===== config.mk =====
export PLATFORM = sky130hd
export DESIGN_NAME = sine_voice_scheduler_flat
export DESIGN_NICKNAME = d
export VERILOG_FILES = /design/src/rtl/sine_voice_scheduler_if.sv /design/src/rtl/sine_voice_scheduler.sv /design/src/flat_wrapper.sv
export SDC_FILE = /design/constraint.sdc
export NUM_CORES = 1
export LEC_CHECK = 0
export CORE_ASPECT_RATIO = 1.5
export CORE_MARGIN = 2
export CORE_UTILIZATION = 35
export DETAILED_ROUTE_END_ITERATION = 10
export GPL_TIMING_DRIVEN = 0
export PLACE_DENSITY_LB_ADDON = 0.3
export RECOVER_POWER = 25
export SLEW_MARGIN = 20
export SYNTH_ARGS = -nofsm -noshare
export SYNTH_HDL_FRONTEND = slang
export SYNTH_SLANG_ARGS = --single-unit

===== constraint.sdc =====
create_clock -name clk -period 10.5 [get_ports clk]
set_input_delay 1.05 -clock clk [delete_from_list [all_inputs] [get_ports clk]]
set_output_delay 1.05 -clock clk [all_outputs]
set_load 0.03 [all_outputs]

===== src/rtl/sine_voice_scheduler_if.sv =====
// rtl/sine_voice_scheduler_if.sv - frame control, voice config, shared sinus core and mix output bundle
interface sine_voice_scheduler_if #(
  parameter int LOG2_N = 2
) ();
  logic              sample_tick;
  logic              cfg_we;
  logic [LOG2_N-1:0] cfg_ch;
  logic [13:0]       cfg_step;
  logic              cfg_en;
  logic              ovr_clr;
  logic [15:0]       core_phase;
  logic [15:0]       core_result;
  logic [15:0]       mix_out;
  logic              mix_valid;
  logic              busy;
  logic              overrun;

  modport master (
    output sample_tick, cfg_we, cfg_ch, cfg_step, cfg_en, ovr_clr, core_result,
    input  core_phase, mix_out, mix_valid, busy, overrun
  );

  modport slave (
    input  sample_tick, cfg_we, cfg_ch, cfg_step, cfg_en, ovr_clr, core_result,
    output core_phase, mix_out, mix_valid, busy, overrun
  );
endinterface


===== src/rtl/sine_voice_scheduler.sv =====
// rtl/sine_voice_scheduler.sv - time-multiplexes one sinus core over N_CH voices and mixes them
// Optional macro MIX_SAT_EN: saturate the raw sum to 16 bits instead of dividing by N_CH.
module sine_voice_scheduler #(
  parameter int N_CH     = 4,
  parameter int LOG2_N   = 2,
  parameter int CORE_LAT = 4
) (
  input logic                  clk,
  input logic                  rst,
  sine_voice_scheduler_if.slave bus
);
  localparam logic [15:0] PH_MIN = 16'hE000;
  localparam logic [15:0] PH_MAX = 16'h2000;
  localparam int          CW     = $clog2(CORE_LAT + 1);
  localparam int          AW     = 16 + LOG2_N;

  typedef enum logic [2:0] {S_IDLE, S_ISSUE, S_WAIT, S_CAPTURE, S_DONE} state_t;

  state_t state, state_nxt;

  logic [15:0]        phase [N_CH];
  logic [13:0]        step  [N_CH];
  logic [N_CH-1:0]    en;
  logic [LOG2_N-1:0]  ch;
  logic [CW-1:0]      cnt;
  logic               en_lat;
  logic signed [AW-1:0] acc;
  logic [15:0]        core_phase_q;
  logic [15:0]        mix_out_q;
  logic               mix_valid_q;
  logic               busy_q;
  logic               overrun_q;
  logic [15:0]        mix_val;

  logic start, do_issue, do_wait, do_capture, do_done, ovr_set, last_ch;

  assign last_ch = (ch == LOG2_N'(N_CH - 1));

  function automatic logic [15:0] advance(input logic [15:0] p, input logic [13:0] st);
    logic [15:0] s;
    s = p + {2'b00, st};
    advance = ($signed(s) > $signed(PH_MAX)) ? (s - 16'h4000) : s;
  endfunction

  always_ff @(posedge clk) begin
    if (rst) state <= S_IDLE;
    else     state <= state_nxt;
  end

  always_comb begin
    state_nxt = state;
    case (state)
      S_IDLE:    if (bus.sample_tick) state_nxt = S_ISSUE;
      S_ISSUE:   state_nxt = S_WAIT;
      S_WAIT:    if (cnt == CW'(1)) state_nxt = S_CAPTURE;
      S_CAPTURE: state_nxt = last_ch ? S_DONE : S_ISSUE;
      S_DONE:    state_nxt = S_IDLE;
      default:   state_nxt = S_IDLE;
    endcase
  end

  always_comb begin
    start      = (state == S_IDLE) && bus.sample_tick;
    do_issue   = (state == S_ISSUE);
    do_wait    = (state == S_WAIT);
    do_capture = (state == S_CAPTURE);
    do_done    = (state == S_DONE);
    ovr_set    = (state != S_IDLE) && bus.sample_tick;
  end

  // Config writes sit after the capture update so a same-cycle disable overrides the advance.
  always_ff @(posedge clk) begin
    if (rst) begin
      for (int i = 0; i < N_CH; i++) begin
        phase[i] <= PH_MIN;
        step[i]  <= '0;
      end
      en <= '0;
    end else begin
      if (do_capture && en_lat && en[ch]) phase[ch] <= advance(phase[ch], step[ch]);
      if (bus.cfg_we) begin
        step[bus.cfg_ch] <= bus.cfg_step;
        en[bus.cfg_ch]   <= bus.cfg_en;
        if (!bus.cfg_en) phase[bus.cfg_ch] <= PH_MIN;
      end
    end
  end

`ifdef MIX_SAT_EN
  always_comb begin
    if (acc > $signed(AW'(32767)))       mix_val = 16'h7FFF;
    else if (acc < -$signed(AW'(32768))) mix_val = 16'h8000;
    else                                  mix_val = acc[15:0];
  end
`else
  logic signed [AW-1:0] acc_div;
  assign acc_div = acc >>> LOG2_N;
  assign mix_val = acc_div[15:0];
`endif

  // Enable is latched at issue so a voice disabled while its result is in flight still mixes in.
  always_ff @(posedge clk) begin
    if (rst) begin
      ch           <= '0;
      cnt          <= '0;
      en_lat       <= 1'b0;
      acc          <= '0;
      core_phase_q <= PH_MIN;
      mix_out_q    <= '0;
      mix_valid_q  <= 1'b0;
      busy_q       <= 1'b0;
      overrun_q    <= 1'b0;
    end else begin
      mix_valid_q <= do_done;
      if (start) begin
        ch     <= '0;
        acc    <= '0;
        busy_q <= 1'b1;
      end
      if (do_issue) begin
        core_phase_q <= phase[ch];
        cnt          <= CW'(CORE_LAT);
        en_lat       <= en[ch];
      end
      if (do_wait) cnt <= cnt - CW'(1);
      if (do_capture) begin
        if (en_lat) acc <= acc + {{LOG2_N{bus.core_result[15]}}, bus.core_result};
        if (!last_ch) ch <= ch + LOG2_N'(1);
      end
      if (do_done) begin
        mix_out_q <= mix_val;
        busy_q    <= 1'b0;
      end
      if (ovr_set)          overrun_q <= 1'b1;
      else if (bus.ovr_clr) overrun_q <= 1'b0;
    end
  end

  assign bus.core_phase = core_phase_q;
  assign bus.mix_out    = mix_out_q;
  assign bus.mix_valid  = mix_valid_q;
  assign bus.busy       = busy_q;
  assign bus.overrun    = overrun_q;
endmodule


===== src/flat_wrapper.sv =====
// flat-port wrapper written by rule: the top's interface ports become plain ports
module sine_voice_scheduler_flat 
#(
  parameter int N_CH     = 4,
  parameter int LOG2_N   = 2,
  parameter int CORE_LAT = 4
)
  (clk, rst, bus_sample_tick, bus_cfg_we, bus_cfg_ch, bus_cfg_step, bus_cfg_en, bus_ovr_clr, bus_core_result, bus_core_phase, bus_mix_out, bus_mix_valid, bus_busy, bus_overrun);
  sine_voice_scheduler_if #(.LOG2_N(LOG2_N)) bus_i ();
  input logic clk;
  input logic rst;
  input wire logic [$bits(bus_i.sample_tick)-1:0] bus_sample_tick;
  input wire logic [$bits(bus_i.cfg_we)-1:0] bus_cfg_we;
  input wire logic [$bits(bus_i.cfg_ch)-1:0] bus_cfg_ch;
  input wire logic [$bits(bus_i.cfg_step)-1:0] bus_cfg_step;
  input wire logic [$bits(bus_i.cfg_en)-1:0] bus_cfg_en;
  input wire logic [$bits(bus_i.ovr_clr)-1:0] bus_ovr_clr;
  input wire logic [$bits(bus_i.core_result)-1:0] bus_core_result;
  output wire logic [$bits(bus_i.core_phase)-1:0] bus_core_phase;
  output wire logic [$bits(bus_i.mix_out)-1:0] bus_mix_out;
  output wire logic [$bits(bus_i.mix_valid)-1:0] bus_mix_valid;
  output wire logic [$bits(bus_i.busy)-1:0] bus_busy;
  output wire logic [$bits(bus_i.overrun)-1:0] bus_overrun;
  assign bus_i.sample_tick = bus_sample_tick;
  assign bus_i.cfg_we = bus_cfg_we;
  assign bus_i.cfg_ch = bus_cfg_ch;
  assign bus_i.cfg_step = bus_cfg_step;
  assign bus_i.cfg_en = bus_cfg_en;
  assign bus_i.ovr_clr = bus_ovr_clr;
  assign bus_i.core_result = bus_core_result;
  assign bus_core_phase = bus_i.core_phase;
  assign bus_mix_out = bus_i.mix_out;
  assign bus_mix_valid = bus_i.mix_valid;
  assign bus_busy = bus_i.busy;
  assign bus_overrun = bus_i.overrun;
  sine_voice_scheduler #(.N_CH(N_CH), .LOG2_N(LOG2_N), .CORE_LAT(CORE_LAT)) u_core (.clk(clk), .rst(rst), .bus(bus_i));
endmodule

# == After elaboration in Yosys (flattened, before gate mapping) ==
# Memories as Yosys holds them, arrays and structs flattened. A register that Yosys moved wholly into a read port is not among the register bits.
# Cells that the tools add are included.
# word_totals
regBits,66
latchBits,0
mem_bits_rw,120
mem_bits_ro,0
inputBits,38
out_inout_bits,35
elab_cells,87
mem_count,2
# classes
add_sub_neg,5
n_mul,0
n_div,0
order_cmp,4
n_eq_ne,8
n_shift,0
n_mux,43
bitwise_logic,0
n_reduce_logical,14
# mem_list
name,words,word_bits,read_ports,rd_clocked_by_memory_dff,write_ports,line,rtl
u_core.phase,4,16,1,1,4,sine_voice_scheduler.sv:21,logic [15:0] phase [N_CH];
u_core.step,4,14,1,1,4,sine_voice_scheduler.sv:22,logic [13:0] step [N_CH];
# op_table
cell,count
18-bit 2-to-1 mux,3
16-bit 2-to-1 mux,3
16-bit OR reduction,2
1-bit 2-to-1 mux,19
18-bit adder,1
16-bit by 14-bit adder with 16-bit output,1
16-bit by 15-bit greater-than comparator with 1-bit output (second input constant),1
2-bit 2-to-1 mux,8
16-bit by 15-bit subtractor with 16-bit output (second input constant),1
3-bit 2-to-1 mux,5
14-bit 2-to-1 mux,1
14-bit OR reduction,1
3-bit case mux with 4 select lines,1
3-bit by 1-bit equality test with 1-bit output (second input constant),2
3-bit by 2-bit equality test with 1-bit output (second input constant),2
2-bit by 3-bit less-than comparator with 1-bit output (second input constant),2
1-bit logical AND,5
4-bit bitwise mux,1
2-bit inequality test (second input constant),2
2-bit nonzero test,2
3-bit equality test (second input constant),1
3-bit zero test,1
3-bit nonzero test,1
3-bit by 1-bit subtractor with 3-bit output (second input constant),1
other kinds (7),7

# == Longest topological paths before layout ==
# Gate-level depths: netlist (run 1).
# logic_depth
depth_word,8
depth_mapped,16
depth_no_buf,14

# == Least setup slack after synthesis (run 1) ==
# Ideal clock, no wire load.
# synth_path
kind,reg-to-reg
from,register u_core.ch[0]
to,memory u_core.phase[0][15]
setup_ns,0.134
arrival_ns,5.178
t_required_ns,10.366
setup_slack_ns,5.188
stages_incl_launch_ff,14
path_buffers,2
synth_period_minus_slack_ns,5.312
cell_sequence,dfxtp_1 buf_1 buf_1 mux4_2 ha_1 fa_1 xor2_1 or3_1 or4_1 or4_1 or4_1 or3_1 a211oi_2 a31oi_1
# synth_rtl
item,line,rtl
"start, declared",sine_voice_scheduler.sv:24,logic [LOG2_N-1:0] ch;
"start signal, assigned",sine_voice_scheduler.sv:128,if (!last_ch) ch <= ch + LOG2_N'(1);
"end, declared",sine_voice_scheduler.sv:21,

==> out/qor.yml, run 1 <==
yosys:
  ys_ff_latch: 186
  post-synth-top-area-fraction_pct: 29.0
  syn_area_per_cell_sq_um: 9.65
  synth_fp_nets: 1005
  async_reset_ff_share_pct: 0
  syn_inst: 930
  ys_top_cells_by_area: "dfxtp_1, edfxtp_1, mux4_2, nor2_1, a21oi_1"
  yosysWarnings: 0
  synth_edf_count: 56
  yosysUniqueCellTypes: 61
  yosysSeqAreaShare_pct: 47.7
  yosysTopAreaCell: "dfxtp_1"
  ys.flop_type: "dfxtp_1"
  syn_area_sq_um: 8980
placement:
  routabilityCongestion: 0.870
  hpwl_um: 17800
  dpl_cell_area_sq_um: 10100
  portBuffers: 71
  dp_slack_ps: 3760
global_routing:
  grt_max_degree: 17
  grt_use_total_pct: 18.1
  globalRouteMet3Util_pct: 3.57
  grt_pass1_wl_um: 38100
  met2_usage_pct: 33.9
  grt_pass1_vias: 7313
  grt.overflow.total: 0
  grt_use_met1_pct: 19.4
  grt_busiest_layer: "met2"
  antenna_found_initial: 0
worst_setup_path:
  worstPathMaxFanout: 10
  reg2reg_depth: 14
  crit_arrival_ps: 6930
  critPathLaunchType: "flip-flop"
  cp.required_ps: 10810
  critical_path_class: "reg -> reg"
  end_kind: "flip-flop"
floorplan:
  core_area_sq_um: 25100
  fp.dieH_um: 200
  die_w_um: 135
  die-area_sq_um: 27000
  row_count: 71
  design.portCount: 73
  start_util_pct: 35.7
clocking:
  clock_latency_ps: 440
  numCtsBuffers: 17
  clk_pin_slew_ps: 70
  holdBufCountCts: 0
  cts-htree-levels: 4
  cts_tree: "yes"
  clock-sinks: 186
  cts_setup_buffers: 0
  cts_buffer_depth: 2
  clock-root-buffer: "clkbuf_16"
  ctsResizeCount: 0
sta:
  setup_tns_ps: 0
  clock-skew-final_ps: 8.85
  setup_slack_ps: 3880
  finalMaxSlewViolations: 0
  slew_headroom_pct: 37.9
  max_freq_ghz: 0.151
  worstMarginPinSlew_ps: 921
  fin_crit_sh_pct: 63.1
  setup_viol: 0
  rsz0062_at_grt: "false"
  fin_crit_ps: 6620
  hold_violations: 0
cells_and_area:
  final_nets: 1095
  antenna_cells: 0
  area_growth_pct: 18.5
  drive_gt1_share_pct: 6.20
  stdcell_area_sq_um: 10600
hold_path:
  worstHoldPathCells: 2
  hp-class: "reg -> reg"
route:
  drtIter0Drc: 417
  routed_wl_um: 23700
  viasPerCell: 5.36
  drc: 0
  dr.pass1.iters: 5
  ant_nets: 0
  vias: 7300
  post_drt_wl_per_cell_um: 17.4
power:
  comb_power_share_pct: 10.9
  seq_power_share_pct: 50.3
  p_int_uw: 1150
  power_density_nw_per_um2: 145
  leakage_uw: 0.00407
  clockPowerShare_pct: 38.9
  p_sw_share_pct: 25.5
  ir_drop_mv: 0.102
  power_switching_uw: 391
job:
  drv_cap: 0
run_status:
  status: "completed"
synthesized netlist by cell type (all sizes together) (4+ instances only):
cell,n
nand2b,8
nand2,96
inv,30
clkbuf,42
a22oi,23
nand3,38
or4,4
nor4,4
nor2b,7
a21o,7
mux2i,9
and3,19
a211oi,6
ha,35
nor2,134
or3,7
buf,10
a21oi,92
xor2,6
dfxtp,130
o21ai,23
o21a,7
o22ai,4
edfxtp,56
nand4,4
a2111oi,5
nor3,16
mux4,30
and2,5
a22o,18
xnor2,18
worst max-delay path: stages, from the launching register on:
cell	delay (ps)
dfxtp_1	510
buf_1	580
clkbuf_1	680
buf_1	770
mux4_2	610
ha_1	370
a2111oi_0	400
o21ai_1	160
a21oi_2	400
xnor2_1	230
or4_1	510
or4_1	460
or3_1	350
a211oi_2	330
a31oi_1	120
path summary, 6_finish.rpt:
path | startpoint | to | slack, ps
max reg2reg | u_core.ch[0] | u_core.phase[0][15] | 3880
min | u_core.bus.core_phase[11] | u_core.bus.core_phase[11] | 450
min reg2reg | u_core.bus.core_phase[11] | u_core.bus.core_phase[11] | 450
max | u_core.ch[0] | u_core.phase[0][15] | 3880
layout by cell type (no fill, tap or decap), types with 19 or more instances in the layout:
| cell | count |
|---|---|
| nor2_1 | 134 |
| dfxtp_1 | 130 |
| nand2_1 | 96 |
| a21oi_1 | 91 |
| edfxtp_1 | 56 |
| clkbuf_1 | 45 |
| nand3_1 | 38 |
| dlygate4sd3_1 | 37 |
| ha_1 | 35 |
| clkdlybuf4s50_1 | 34 |
| inv_1 | 30 |
| mux4_2 | 30 |
| a22oi_1 | 23 |
| o21ai_0 | 22 |
| and3_1 | 19 |
layout make-up:
class,instances,area [sq um]
Clock buffer,18,429
Tap cell,328,410
Sequential cell,186,4280
Multi-Input combinational cell,662,4390
Inverter,30,113
Buffer,52,195
Clock inverter,14,106
Fill cell,2484,14500
Timing Repair Buffer,71,711
registers in the layout, indices dropped and copies added, names as in the netlist:
| name | count |
|---|---|
| u_core.bus.core_phase | 16 |
| u_core.en | 4 |
| u_core.state | 3 |
| u_core.en_lat | 1 |
| u_core.cnt | 3 |
| u_core.bus.overrun | 1 |
| u_core.bus.mix_valid | 1 |
| u_core.acc | 18 |
| u_core.bus.busy | 1 |
| u_core.bus.mix_out | 16 |
| u_core.step | 56 |
| u_core.ch | 2 |
| u_core.phase | 64 |
layer usage:
metal	routed length, um	up-vias
met4	713	0
met5	0	-
met2	12800	201
met3	1220	51
met1	9000	3498
li1	-	3550
power by group through the flow:
stage	Clock, uW	Combinational, uW	Sequential (uW)
detailed placement	0	169	790
CTS	610	169	773
global route	640	184	775
floorplan	0	104	791
finish	598	167	773
global placement	0	167	788
cells by family after synthesis:
logic type	synth area share [%]
adders and majority gates	5.32
buffers and inverters	3.43
muxes	8.78
xor gates and xnor gates	2.34
and+or+nand+nor	17.4
AOI/OAI and AO/OA	15.0
DFF	47.7
through the flow:
step,std cells,hold slack (ps),utilization (%),total power [uW]
final,1361,451,42.3,1540
after global routing,1361,467,42.3,1600
after CTS,1361,458,42.3,1550
after detailed placement,1329,449,40.2,958
after global placement,1329,446,40.2,955
after floorplan,930,430,-,895
No activity file was read; power rests on OpenSTA's default activity.
==> run 2: changes to the inputs <==
Clock period 10.5 ns to 6 ns, I/O delays scaled along.
==> run 2 against run 1 <==
Effect of this change:
- register-to-register slack got worse by 3600 ps
- non-clock buffer count stayed put
- clock-buffer cell count unchanged
- total power grew 75%
- design area grew 0.12%
- hold slack about the same
- flip-flop and latch count unchanged
- global-route usage stayed put
- sequential share of layout area barely moved
==> out/qor.yml, run 2 (synthesis gave the netlist of run 1 again) <==
worst_setup_path:
  cpMaxStageDelayCell: "mux4_2"
  worstPathCellList: "buf_2 > buf_2 > mux4_2 > ha_1 > fa_1 > a21oi_1 > o221a_2 > a21oi_1 > or4_1 > or4_1 > or4_1 > or3_1 > a211oi_2 > a31oi_1"
  critPathLaunchType: "flip-flop"
  cp.required_ps: 6310  # -4500 ps
  crit_arrival_ps: 6040  # -890 ps
  cp_top_family: "simple AND/OR/NAND/NOR gates"
  critPathMaxStageDelay_ps: 600  # -170 ps
  worstPathMaxFanout: 10  # unchanged
  end_kind: "flip-flop"
  critical_path_class: "reg -> reg"
  crit_buf_inv: 2  # -1
  critPathMostFrequentCell: "or4_1"
floorplan:
  design.portCount: 73  # unchanged
  die-area_sq_um: 27000  # unchanged
  core_area_sq_um: 25100  # unchanged
  row_count: 71  # unchanged
  start_util_pct: 35.7  # unchanged
  die_w_um: 135  # unchanged
  fp.dieH_um: 200  # unchanged
clocking:
  clock-sinks: 186  # unchanged
  clock_latency_ps: 440  # about the same
  clock-root-buffer: "clkbuf_16"
  cts_setup_buffers: 0  # unchanged
  cts_tree: "yes"
  numCtsBuffers: 17  # unchanged
  cts_buffer_depth: 2  # unchanged
  holdBufCountCts: 0  # unchanged
  clk_pin_slew_ps: 70  # about the same
  cts-htree-levels: 4  # unchanged
global_routing:
  grt_max_degree: 17  # unchanged
  grt_pass1_wl_um: 38100  # about the same
  grt.overflow.total: 0  # unchanged
  grt_pass1_vias: 7310  # -0.041%
  antenna_found_initial: 0  # unchanged
  grt_use_total_pct: 18.1  # unchanged
hold_path:
  hp-class: "reg -> reg"
cells_and_area:
  antenna_cells: 0  # unchanged
  regMostFlops: "u_core.phase"
  finalNonFillerCells: 1361  # unchanged
  utilization_pct: 42.4  # +0.050 points
  largest_reg_flops: 64  # unchanged
  mostFrequentLayoutCells: "nor2_1, dfxtp_1, nand2_1"
  final_common_cell: "nor2_1"
  area_growth_pct: 18.6
  reg_top3: "u_core.phase (64), u_core.step (56), u_core.acc (18)"
  drive_gt1_share_pct: 6.78  # +0.58 points
  final_nets: 1095  # unchanged
route:
  drtIter0Drc: 397  # -4.8%
  drc: 0  # unchanged
  viasPerCell: 5.39  # +0.48%
  vias: 7335  # +0.48%
  routed_wl_um: 23700  # +0.11%
  post_drt_wl_per_cell_um: 17.4  # +0.11%
  dr.pass1.iters: 5  # unchanged
  ant_nets: 0  # unchanged
sta:
  max_freq_ghz: 0.175  # +16%
  hold_violations: 0  # unchanged
  slew_headroom_pct: 38.2  # +0.25 points
  finalMaxSlewViolations: 0  # unchanged
  fin_crit_sh_pct: 95.5  # +32 points
  fin_crit_ps: 5730  # -895 ps
  setup_viol: 0  # unchanged
  clock-skew-final_ps: 9.89  # +1.05 ps
  worstMarginPinSlew_ps: 917  # -3.72 ps
  setup_slack_ps: 270  # -3610 ps
  rsz0062_at_grt: "false"
run_status:
  status: "completed"
placement:
  routabilityCongestion: 0.870  # unchanged
  hpwl_um: 17800  # unchanged
  portBuffers: 71  # unchanged
  dp_slack_ps: -737  # -4500 ps
  dp_cells: 1329  # unchanged
power:
  seq_power_share_pct: 50.2  # about the same
  clockPowerShare_pct: 38.9  # about the same
  power_density_nw_per_um2: 253  # +75%
  leakage_uw: 0.00410  # +0.56%
  comb_power_share_pct: 10.9  # about the same
  p_int_uw: 2010  # +75%
  power_switching_uw: 686  # +75%
  finalPower_uw: 2690  # +75%
  p_sw_share_pct: 25.5  # about the same
  ir_drop_mv: 0.178  # +74%
job:
  drv_cap: 0  # unchanged
==> run 2: changes by cell type in the layout (fill, tap and decap cells not counted), sizes merged <==
cell	previous run	this run
buf	8	6
clkbuf	62	64
==> run 2: metrics by stage <==
stage	hold WS, ps	cell area [sq um]	setup TNS (ps)
3_5_place_dp	449	10100	-5030
4_1_cts	458	10700	0
3_3_place_gp	446	10100	-4700
2_1_floorplan	430	8980	0
6_report	451	10600	0
5_1_grt	467	10600	0
==> run 2: per-layer routing <==
| metal | GRT usage, % | part of all wire (%) |
|---|---|---|
| met2 | 34.0 | 54 |
| met1 | 19.4 | 39 |
| met5 | 0 | 0 |
| met3 | 3.49 | 4.9 |
| met4 | 7.44 | 2.7 |
==> run 2: worst paths after layout <==
kind,from,to,slack (ps),depth (start not counted)
min reg2reg,u_core.bus.core_phase[11],u_core.bus.core_phase[11],450,2
max reg2reg,u_core.ch[0],u_core.phase[0][15],270,14
min,u_core.bus.core_phase[11],u_core.bus.core_phase[11],450,2
max,u_core.ch[0],u_core.phase[0][15],270,14
==> run 2: area by class of cell <==
cell class	count	area (sq um)
fillers	2487	14500
multi-input cells	662	4390
flip-flops and latches	186	4280
repair buffers	71	711
clock buffers	18	429
well taps	328	410
plain buffers	52	208
inverters	30	113
clock inverters	14	106
==> run 2: worst reg2reg max path, stage by stage, from the launching register on <==
cell and delay [ps]:
dfxtp_1 510, buf_2 360, buf_2 430, mux4_2 610, ha_1 270, fa_1 440
a21oi_1 270, o221a_2 240, a21oi_1 100, or4_1 570, or4_1 540, or4_1 470
or3_1 360, a211oi_2 330, a31oi_1 120
==> run 2: power groups by stage <==
stage               Clock, uW  Combinational, uW  Sequential [uW]
floorplan                   0                182             1380
global placement            0                291             1380
detailed placement          0                295             1380
CTS                      1070                297             1350
global route             1120                323             1360
finish                   1050                294             1350
==> run 2: timing repair <==
action / CTS / global route
pin swaps: 0 / 0
endpoints found under the setup margin: 8 / 8
resized for setup: 6 / 10
==> run 3: changes to the inputs <==
Settings changed: CORE_ASPECT_RATIO 1.5 to 0.7, MAX_ROUTING_LAYER set to met4.
==> run 3 against run 2 <==
Effect of this change:
- first-iteration DRC count up 110%
- global-route usage up 1.4 points
- critical path depth unchanged
- combinational power about the same
- core utilization down 0.29 points
- routed wire length up 6.1%
- largest power group unchanged
- fmax up 0.57%
==> out/qor.yml, run 3 (synthesis gave the netlist of run 1 again) <==
run_status:
  status: "completed"
worst_setup_path:
  critPathMaxStageDelay_ps: 650  # +50 ps
  crit_arrival_ps: 6010  # -30 ps
  cp.required_ps: 6310  # about the same
  critical_path_class: "reg -> reg"
  end_kind: "flip-flop"
  critPathLaunchType: "flip-flop"
  worstPathMaxFanout: 10  # unchanged
  cpMaxStageDelayCell: "mux4_2"
  worstPathCellList: "clkbuf_4 > buf_2 > mux4_2 > ha_1 > fa_1 > a21oi_1 > o221a_2 > a21oi_1 > or4_1 > or4_1 > or4_1 > or3_1 > a211oi_2 > a21oi_1"
sta:
  fin_crit_sh_pct: 95.0  # -0.54 points
  slew_headroom_pct: 34.2  # -4.0 points
  finalMaxSlewViolations: 0  # unchanged
  worstMarginPinSlew_ps: 980  # +62.2 ps
  max_freq_ghz: 0.176  # +0.57%
  clock-skew-final_ps: 13.5  # +3.65 ps
  hold_violations: 0  # unchanged
  fin_crit_ps: 5700  # -32.4 ps
  setup_viol: 0  # unchanged
  rsz0062_at_grt: "false"
global_routing:
  grt_max_degree: 17  # unchanged
  grt_use_total_pct: 19.5  # +1.4 points
  grt_pass1_vias: 6963  # -4.7%
  grt.overflow.total: 0  # unchanged
  grt_pass1_wl_um: 39400  # +3.2%
  antenna_found_initial: 0  # unchanged
cells_and_area:
  fill_cells: 2462  # -1.0%
  antenna_cells: 0  # unchanged
  drive_gt1_share_pct: 7.07  # +0.29 points
  mostFrequentLayoutCells: "nor2_1, dfxtp_1, nand2_1"
  largest_reg_flops: 64  # unchanged
  final_common_cell: "nor2_1"
  multiInputGateArea_sq_um: 4390  # +0.17%
  regArea_sq_um: 4280  # unchanged
  reg_top3: "u_core.phase (64), u_core.step (56), u_core.acc (18)"
  finalNonFillerCells: 1364  # +0.22%
  regMostFlops: "u_core.phase"
  area_growth_pct: 19.2
  final_nets: 1095  # unchanged
clocking:
  holdBufCountCts: 0  # unchanged
  cts-htree-levels: 4  # unchanged
  clock_latency_ps: 450  # about the same
  clock-root-buffer: "clkbuf_16"
  cts_buffer_depth: 2  # unchanged
  numCtsBuffers: 17  # unchanged
  clk_pin_slew_ps: 70  # about the same
  clock-sinks: 186  # unchanged
  cts_tree: "yes"
job:
  drv_cap: 0  # unchanged
power:
  leakage_uw: 0.00413  # +0.75%
  power_density_nw_per_um2: 260  # +2.7%
  finalPower_uw: 2780  # +3.2%
  ir_drop_mv: 0.222  # +25%
floorplan:
  core_area_sq_um: 25400  # +1.2%
  design.portCount: 73  # unchanged
  row_count: 49  # -31%
  die_w_um: 195  # +45%
  fp.dieH_um: 138  # -31%
  die-area_sq_um: 27000  # about the same
  start_util_pct: 35.3  # -0.43 points
route:
  top_layer: "met4"
  viasPerCell: 5.43  # +0.83%
  dr.pass1.iters: 7  # +2
  drtIter0Drc: 833  # +110%
  vias: 7412  # +1.0%
  ant_nets: 0  # unchanged
  dr_wl_met3_um: 2070  # +76%
  post_drt_wl_per_cell_um: 18.5  # +5.9%
  routed_wl_um: 25200  # +6.1%
  routedLengthMet1_um: 12500  # +37%
  wl_met2_um: 10400  # -19%
  drc: 0  # unchanged
placement:
  routabilityCongestion: 0.838  # -3.6%
  hpwl_um: 18300  # +2.3%
  dp_cells: 1332  # +0.23%
  portBuffers: 71  # unchanged
hold_path:
  hp-class: "reg -> reg"
## run 3: area by class of cell
type | instances | share of cell area [%]
multi-input combinational | 662 | 41.1
buffer | 52 | 1.96
inverter | 30 | 1.05
timing repair buffer | 71 | 6.64
tap | 331 | 3.87
clock inverter | 11 | 0.877
sequential | 186 | 40.0
clock buffer | 21 | 4.50
## run 3: layer usage
layer | track usage [%] | vias up
met3 | 4.59 | 12
li1 | - | 3553
met2 | 26.3 | 246
met1 | 29.0 | 3601
met4 | 4.54 | 0
met5 | - | -
## run 3: what timing repair did
item                       in CTS  in global routing
gates resized for setup         9                  9
buffers inserted                0                  0
setup endpoints to repair       8                  8
## run 3: stage by stage
stage	hold WS [ps]	setup TNS (ps)	utilization [%]	instance area (sq um)	worst slack, ps
final	453	0	42.1	10700	302
after floorplan	430	0	-	8980	688
after CTS	461	0	42.0	10700	69.7
after global placement	450	-5840	39.7	10100	-850
after global routing	478	0	42.1	10700	32.6
after detailed placement	450	-5980	39.7	10100	-879
## run 3: final timing paths
| kind | startpoint | endpoint | slack (ps) | depth (start not counted) |
|---|---|---|---|---|
| min reg2reg | u_core.bus.core_phase[11] | u_core.bus.core_phase[11] | 450 | 2 |
| max | u_core.ch[0] | u_core.phase[1][15] | 300 | 14 |
| max reg2reg | u_core.ch[0] | u_core.phase[1][15] | 300 | 14 |
| min | u_core.bus.core_phase[11] | u_core.bus.core_phase[11] | 450 | 2 |
## run 3: report_power, final
group | internal, uW | switching, uW
clock | 617 | 515
combinational | 107 | 188
sequential | 1340 | 16.6
total | 2060 | 720
## run 3: critical path, delay by kind of cell, from the launching register on
family,cells,cell delay [ps]
muxes,1,650
buffers and inverters,2,710
DFF,1,510
and+or+nand+nor,4,1940
adders and majority gates,2,710
AOI/OAI and AO/OA,5,1060
